[src/rtl/led_bar_sequencer_if.sv]
// Signal bundle between the button/mode controls and the LED bar sequencer.
// Carries dim_level only when LED_BAR_PWM_DIM_EN is defined.
interface led_bar_sequencer_if #(
  parameter int unsigned LED_COUNT = 5,
  parameter int unsigned PHASE_W   = $clog2(2 * LED_COUNT)
);
  logic                 btn_next_led_debounded;
  logic                 auto_en;
  logic [1:0]           pattern_sel;
`ifdef LED_BAR_PWM_DIM_EN
  logic [3:0]           dim_level;
`endif
  logic [PHASE_W-1:0]   phase;
  logic [LED_COUNT-1:0] led_output;

  modport master (
    output btn_next_led_debounded,
    output auto_en,
    output pattern_sel,
`ifdef LED_BAR_PWM_DIM_EN
    output dim_level,
`endif
    input  phase,
    input  led_output
  );

  modport slave (
    input  btn_next_led_debounded,
    input  auto_en,
    input  pattern_sel,
`ifdef LED_BAR_PWM_DIM_EN
    input  dim_level,
`endif
    output phase,
    output led_output
  );
endinterface

[src/rtl/led_bar_sequencer.sv]
// LED bar sequencer: 2*LED_COUNT-step phase driven by button or prescaler tick,
// decoded into FILL/DOT/BLINK patterns. LED_BAR_PWM_DIM_EN adds PWM dimming.
module led_bar_sequencer #(
  parameter int unsigned LED_COUNT = 5,
  parameter int unsigned TICK_DIV  = 12500000,
  parameter int unsigned PHASE_W   = $clog2(2 * LED_COUNT),
  parameter int unsigned PRESC_W   = $clog2(TICK_DIV)
) (
  input logic                clk,
  input logic                sync_reset,
  led_bar_sequencer_if.slave bus
);
  localparam int unsigned PW1 = PHASE_W + 1;
  localparam logic [PHASE_W-1:0] PhaseLast = PHASE_W'(2 * LED_COUNT - 1);
  localparam logic [PRESC_W-1:0] PrescLast = PRESC_W'(TICK_DIV - 1);
  localparam logic [PW1-1:0]     NumW      = PW1'(LED_COUNT);
  localparam logic [PW1-1:0]     TwoNW     = PW1'(2 * LED_COUNT);

  logic [PHASE_W-1:0]   phase_q;
  logic [PRESC_W-1:0]   presc_q;
  logic [1:0]           pattern_q;
  logic [LED_COUNT-1:0] led_q;
  logic [LED_COUNT-1:0] decoded;
  logic [LED_COUNT-1:0] led_d;
  logic [PRESC_W-1:0]   presc_d;
  logic [PW1-1:0]       p_ext;
  logic [PW1-1:0]       level;
  logic [PW1-1:0]       idx;
  logic                 change;
  logic                 tick;
  logic                 step;

`ifdef LED_BAR_PWM_DIM_EN
  logic [3:0] pwm_cnt_q;
`endif

  always_comb begin
    change  = (bus.pattern_sel != pattern_q);
    tick    = bus.auto_en && (presc_q == PrescLast);
    step    = bus.auto_en ? tick : bus.btn_next_led_debounded;
    presc_d = (bus.auto_en && !tick) ? presc_q + PRESC_W'(1) : '0;
  end

  // Mirror the phase around the bar ends; widened by one bit so 2N never overflows.
  always_comb begin
    p_ext   = {1'b0, phase_q};
    level   = (p_ext <= NumW) ? p_ext : TwoNW - p_ext;
    idx     = (p_ext < NumW) ? p_ext : TwoNW - PW1'(1) - p_ext;
    decoded = '0;
    unique case (pattern_q)
      2'b00: for (int i = 0; i < LED_COUNT; i++) decoded[i] = (PW1'(i) < level);
      2'b01: for (int i = 0; i < LED_COUNT; i++) decoded[i] = (PW1'(i) == idx);
      2'b10: decoded = {LED_COUNT{phase_q[0]}};
      default: decoded = '0;
    endcase
  end

  always_comb begin
`ifdef LED_BAR_PWM_DIM_EN
    led_d = decoded & {LED_COUNT{pwm_cnt_q <= bus.dim_level}};
`else
    led_d = decoded;
`endif
  end

  always_ff @(posedge clk) begin
    if (sync_reset) begin
      phase_q   <= '0;
      presc_q   <= '0;
      pattern_q <= 2'b00;
      led_q     <= '0;
`ifdef LED_BAR_PWM_DIM_EN
      pwm_cnt_q <= '0;
`endif
    end else begin
      pattern_q <= bus.pattern_sel;
      led_q     <= led_d;
`ifdef LED_BAR_PWM_DIM_EN
      pwm_cnt_q <= pwm_cnt_q + 4'd1;
`endif
      // A pattern change restarts the cycle and drops any step on the same edge.
      if (change) begin
        phase_q <= '0;
        presc_q <= '0;
      end else begin
        presc_q <= presc_d;
        if (step) phase_q <= (phase_q == PhaseLast) ? '0 : phase_q + PHASE_W'(1);
      end
    end
  end

  assign bus.phase      = phase_q;
  assign bus.led_output = led_q;
endmodule

[src/flat_wrapper.sv]
// flat-port wrapper written by rule: the top's interface ports become plain ports
module led_bar_sequencer_flat 
#(
  parameter int unsigned LED_COUNT = 5,
  parameter int unsigned TICK_DIV  = 12500000,
  parameter int unsigned PHASE_W   = $clog2(2 * LED_COUNT),
  parameter int unsigned PRESC_W   = $clog2(TICK_DIV)
)
  (clk, sync_reset, bus_btn_next_led_debounded, bus_auto_en, bus_pattern_sel, bus_phase, bus_led_output);
  led_bar_sequencer_if #(.LED_COUNT(LED_COUNT), .PHASE_W(PHASE_W)) bus_i ();
  input logic clk;
  input logic sync_reset;
  input wire logic [$bits(bus_i.btn_next_led_debounded)-1:0] bus_btn_next_led_debounded;
  input wire logic [$bits(bus_i.auto_en)-1:0] bus_auto_en;
  input wire logic [$bits(bus_i.pattern_sel)-1:0] bus_pattern_sel;
  output wire logic [$bits(bus_i.phase)-1:0] bus_phase;
  output wire logic [$bits(bus_i.led_output)-1:0] bus_led_output;
  assign bus_i.btn_next_led_debounded = bus_btn_next_led_debounded;
  assign bus_i.auto_en = bus_auto_en;
  assign bus_i.pattern_sel = bus_pattern_sel;
  assign bus_phase = bus_i.phase;
  assign bus_led_output = bus_i.led_output;
  led_bar_sequencer #(.LED_COUNT(LED_COUNT), .TICK_DIV(TICK_DIV), .PHASE_W(PHASE_W), .PRESC_W(PRESC_W)) u_core (.clk(clk), .sync_reset(sync_reset), .bus(bus_i));
endmodule
[config.mk]
export PLATFORM = sky130hd
export DESIGN_NAME = led_bar_sequencer_flat
export DESIGN_NICKNAME = d
export VERILOG_FILES = /design/src/rtl/led_bar_sequencer_if.sv /design/src/rtl/led_bar_sequencer.sv /design/src/flat_wrapper.sv
export SDC_FILE = /design/constraint.sdc
export NUM_CORES = 1
export LEC_CHECK = 0
export ABC_AREA = 1
export BUFFER_PORTS_ARGS = -buffer_cell sky130_fd_sc_hd__buf_2
export CAP_MARGIN = 20
export CORE_MARGIN = 5
export CORE_UTILIZATION = 30
export DETAILED_ROUTE_END_ITERATION = 12
export HOLD_SLACK_MARGIN = 0.03
export SETUP_SLACK_MARGIN = 0.3
export SLEW_MARGIN = 20
export SYNTH_ARGS = -nofsm -noshare
export SYNTH_HDL_FRONTEND = slang
export SYNTH_SLANG_ARGS = --single-unit
[constraint.sdc]
create_clock -name clk -period 4.4 [get_ports clk]
set_input_delay 0.88 -clock clk [delete_from_list [all_inputs] [get_ports clk]]
set_output_delay 0.88 -clock clk [all_outputs]
set_load 0.005 [all_outputs]
==> results.cfg, run 1 <==
[run_status]
status = finished clean

[timing]
drv_slew = 0
finalSetupViolations = 0
max_slew_margin_pct = 73.8
fmax_mhz = 521
tns_ns = 0
min_period_over_period_pct = 43.6
final_hold_viol_count = 0
worst_slew_pin_slew_ns = 0.390
rsz0062_at_grt = false
fin_skew_ns = 0.0104
post-route-min-period_ns = 1.92

[global_routing]
grt_overflow_total = 0
antenna_found_initial = 0
grt_usage_pct = 11.6
first_global_vias = 1943
grt_pass1_wl_um = 8510
grt_max_degree = 22

[synthesis]
ys_ff_latch = 35
synthArstFlopShare_pct = 0
synth_area_um2 = 2210
synthDistinctLibCells = 37
ys.flop_type = dfxtp_1
synth_edf_count = 0
yosysWarnings = 0
synth_cells = 322
syn_nets = 336
seq_area_frac_synth_pct = 31.7
syn_avg_cell_area_um2 = 6.86

[route]
vias = 2001
firstDrtPassIters = 6
drc = 0
routedWlPerCell_um = 10.8
drtIter0Drc = 89
wl_um = 4750
vias_per_cell = 4.56
antenna_left = 0

[critical_path]
arrival_ns = 1.04
critPathLaunchType = flip-flop
path_buf_inv = 1
max_stage_delay_ns = 0.56
critPathSlowestCell = dfxtp_1
required_ns = 3.52
critPathTopFamily = flip-flops
end_kind = output port
r2r_slack_ns = 2.56
worstPathCellList = buf_2
crit_path_max_fanout = 10
criticalPathCategory = reg -> out

[placement]
io_buffers = 14
place_congestion = 0.920
dp.cells = 431
dpl.hpwl_um = 3700

[floorplan]
die_height_um = 95.8
die-area_um2 = 9180
fp.dieW_um = 95.8
start_util_pct = 30.6
fp-row-count = 31
io_pins = 15
core_area_um2 = 7210

[power]
powerDensity_nw_per_um2 = 264
p_leak_uw = 0.00104
ir_worst_vdd_v = 0.000140

[clocking]
cts.repair.resized = 0
post-cts-setup-buffers = 0
cts-buffers-inserted = 5
ctsHoldBuffers = 0
clockBufferDepth = 2
cts_tree = done
clock-root-buffer = clkbuf_8
clock_latency_ns = 0.29
cts_sinks = 35
clkSlewWorstSetupHoldPaths_ns = 0.07
htree_levels = 2

[run]
maxCapViolCount = 0

[worst_hold_path]
hold_path_class = reg -> reg

[finish]
nFillCells = 822
fin_nets = 353
drive_gt1_share_pct = 14.4
insertedDiodeCount = 0
utilization_pct = 34.5
final_common_cell = nand2_1
area_growth_pct = 12.7
mostFrequentLayoutCells = 76 x nand2_1, 44 x nor2_1, 36 x inv_1
fin_cells = 439
stage by stage:
step	hold WS [ns]	cell area, um^2	power (uW)	setup WS [ns]
6_report	0.493	2490	658	2.48
5_1_grt	0.554	2490	686	2.36
4_1_cts	0.500	2490	665	2.47
3_5_place_dp	0.483	2370	358	2.35
3_3_place_gp	0.468	2370	357	2.36
2_1_floorplan	0.451	2210	350	2.66
sequential cells by signal, indices dropped and copies added (netlist names):
register               count
u_core.pattern_q           2
u_core.presc_q            24
u_core.bus.led_output      5
u_core.bus.phase           4
routing by layer:
| layer | global-route usage (%) | up-vias | wire [um] |
|---|---|---|---|
| li1 | - | 1062 | - |
| met2 | 19.0 | 35 | 2170 |
| met4 | 3.32 | 0 | 60 |
| met5 | 0 | - | 0 |
| met1 | 15.2 | 896 | 2320 |
| met3 | 2.50 | 8 | 199 |
final cells by class:
| type | instances | area [um^2] | share of cell area, % |
|---|---|---|---|
| clock buffers | 6 | 82.6 | 3.32 |
| clock inverters | 2 | 35.0 | 1.41 |
| multi-input cells | 241 | 1320 | 53.0 |
| well taps | 99 | 124 | 4.98 |
| flip-flops and latches | 35 | 701 | 28.2 |
| inverters | 42 | 158 | 6.33 |
| repair buffers | 14 | 70.1 | 2.82 |
synthesized netlist by cell type, types with 2 or more instances:
master	count	share of area, %
xor2_1	7	2.8
or2_1	2	0.57
nor2_2	2	0.57
nand2_4	4	2.0
buf_6	2	1.0
nand3b_1	5	1.7
inv_2	5	0.85
nand4_1	6	1.7
o21ai_0	3	0.68
nor2_1	44	7.5
or2_0	3	0.85
xnor2_1	3	1.2
a21oi_1	24	5.4
nor3_1	4	0.91
nor2_4	3	1.5
inv_1	36	6.1
ha_1	8	4.5
dfxtp_1	35	32
nand2_2	3	0.85
nand2_1	76	13
nand3_1	31	7.0
cells by family after synthesis:
group,share of synthesized area (%)
AND/OR/NAND/NOR,44.4
buffers and inverters,8.55
flip-flops,31.7
AO/OA/AOI/OAI,6.80
XOR/XNOR,3.97
adder cells (fa/ha/maj),4.53
power by group:
part           total (uW)  switching [uW]  internal [uW]
clock network         308             125            183
registers             322            3.14            319
logic                27.6            17.2           10.4
total                 658             145            513
path summary, 6_finish.rpt:
path / start / endpoint / cells past startpoint
worst max-delay path: u_core.bus.phase[2]$_SDFFE_PP0P_ / bus_phase[2] / 1
worst min-delay path: u_core.presc_q[0]$_SDFF_PP0_ / u_core.presc_q[0]$_SDFF_PP0_ / 1
worst max register to register: u_core.bus.phase[2]$_SDFFE_PP0P_ / u_core.bus.led_output[4]$_SDFF_PP0_ / 8
worst min register to register: u_core.presc_q[0]$_SDFF_PP0_ / u_core.presc_q[0]$_SDFF_PP0_ / 1
Note: power is estimated with default switching activity, not from simulation.
==> run 2, diff against run 1 <==
==> constraint.sdc (replaced) <==
create_clock -name clk -period 1.8 [get_ports clk]
set_input_delay 0.36 -clock clk [delete_from_list [all_inputs] [get_ports clk]]
set_output_delay 0.36 -clock clk [all_outputs]
set_load 0.005 [all_outputs]
==> run 2 against run 1 <==
Effect of this change:
- utilization rose by 4.0 points
- sequential share of layout area fell by 2.0 points
- die area did not move
- worst setup slack got worse by 2.1 ns
- largest power group unchanged
==> results.cfg, run 2 (synthesized netlist as in run 1, its figures left out) <==
[run_status]
status = finished clean

[floorplan]
die-area_um2 = 9180
fp.dieW_um = 95.8
core_area_um2 = 7210
die_height_um = 95.8
fp-row-count = 31
io_pins = 15
start_util_pct = 30.6

[route]
drc = 0
antenna_left = 0
vias = 2124
routedWlPerCell_um = 11.9
drtIter0Drc = 91
vias_per_cell = 4.70
wl_um = 5370
firstDrtPassIters = 4

[critical_path]
max_stage_delay_ns = 0.37
critPathLaunchType = flip-flop
criticalPathCategory = reg -> reg
crit_path_max_fanout = 5
required_ns = 2.01
end_kind = flip-flop
cp_common_cell = nand2_4
worstPathCellList = ha_4 -> nand2_4 -> nor2_8 -> inv_2 -> nor2_4 -> nand3_4 -> nand2_4 -> nand3_1 -> a21oi_1
critPathSlowestCell = dfxtp_4
arrival_ns = 1.66

[clocking]
cts-buffers-inserted = 5
clock-root-buffer = clkbuf_8
htree_levels = 2
ctsHoldBuffers = 0
clock_latency_ns = 0.29
cts_sinks = 35
clkSlewWorstSetupHoldPaths_ns = 0.08
clockBufferDepth = 2
cts_tree = done

[finish]
fin_nets = 366
largest_reg_flops = 24
area_growth_pct = 25.7
utilization_pct = 38.5
mostFrequentLayoutCells = 65 x nand2_1, 41 x nor2_1, 33 x inv_1
drive_gt1_share_pct = 30.9
largest-register = u_core.presc_q
final_common_cell = nand2_1
nFillCells = 774
insertedDiodeCount = 0

[global_routing]
grt_max_degree = 12
met1_usage_pct = 15.8
grt_pass1_wl_um = 8910
met2_usage_pct = 20.5
grt.met3_usage_pct = 2.89
grt_usage_pct = 12.4
grt_busiest_layer = met2
grt_overflow_total = 0
antenna_found_initial = 0
first_global_vias = 1906

[power]
powerDensity_nw_per_um2 = 548
p_sw_uw = 356
ir_worst_vdd_v = 0.000233
p_leak_uw = 0.00113
swShare_pct = 23.4
seqPwrFrac_pct = 51.6
combPwrFrac_pct = 6.2
clkPwrFrac_pct = 42.2
intPower_uw = 1160

[timing]
final_hold_viol_count = 0
min_period_over_period_pct = 80.6
fmax_mhz = 689
fin_skew_ns = 0.00865
max_slew_margin_pct = 77.6
post-route-min-period_ns = 1.45
setup_ws_ns = 0.349
drv_slew = 0
rsz0062_at_grt = true
finalSetupViolations = 0
worst_slew_pin_slew_ns = 0.332
tns_ns = 0

[placement]
dpl.hpwl_um = 3800
place_congestion = 0.868
pre_cts_slack_ns = 0.134
io_buffers = 14

[worst_hold_path]
hold_path_class = in -> reg

[run]
maxCapViolCount = 0
-- run 2: layout make-up --
cell class	instances	area (um^2)	share of cell area, %
clock buffer	8	100	3.61
inverter	42	168	6.04
multi-input combinational	242	1500	53.9
sequential	35	726	26.1
tap	99	124	4.46
timing repair buffer	26	164	5.90
-- run 2: path summary, 6_finish.rpt --
| check | start | depth (start not counted) | slack [ns] | to |
|---|---|---|---|---|
| worst min-delay path | bus_pattern_sel[0] | 3 | 0.29 | u_core.pattern_q[0]$_SDFF_PP0_ |
| worst max-delay path | u_core.presc_q[1]$_SDFF_PP0_ | 9 | 0.35 | u_core.bus.phase[0]$_SDFFE_PP0P_ |
| worst min register to register | u_core.presc_q[10]$_SDFF_PP0_ | 2 | 0.49 | u_core.presc_q[10]$_SDFF_PP0_ |
| worst max register to register | u_core.presc_q[1]$_SDFF_PP0_ | 9 | 0.35 | u_core.bus.phase[0]$_SDFFE_PP0P_ |
-- run 2: critical path: cells and delay by family, from the launching register on --
family	cells	cell delay, ns
AND/OR/NAND/NOR	6	0.66
adder cells (fa/ha/maj)	1	0.16
buffers and inverters	1	0.05
AO/OA/AOI/OAI	1	0.13
flip-flops	1	0.37
-- run 2: metal layers --
layer  vias up  wire length (um)
met5         -                 0
li1       1091                 -
met3        12               222
met4         0               119
met1       975              2550
met2        46              2490
-- run 2: power groups by stage --
stage / combinational [uW] / clock [uW] / sequential (uW)
after floorplan: 49.6 / 0 / 805
after global placement: 72.0 / 0 / 806
after detailed placement: 72.6 / 0 / 806
after CTS: 78.8 / 663 / 786
after global routing: 104 / 695 / 785
final: 93.8 / 642 / 785
-- run 2: what timing repair did --
item                       in CTS  in global routing
gates resized for setup        12                 51
gates cloned                    1                  0
setup endpoints to repair      33                 33
buffers inserted                0                  8
pin swaps                       1                 21
-- run 2: per-stage QoR --
step | std cells | area, um^2 | power, uW | hold WS [ns]
2_1_floorplan | 322 | 2210 | 855 | 0.451
3_3_place_gp | 435 | 2400 | 878 | 0.490
3_5_place_dp | 435 | 2400 | 879 | 0.490
4_1_cts | 444 | 2560 | 1530 | 0.279
5_1_grt | 452 | 2780 | 1580 | 0.298
6_report | 452 | 2780 | 1520 | 0.287
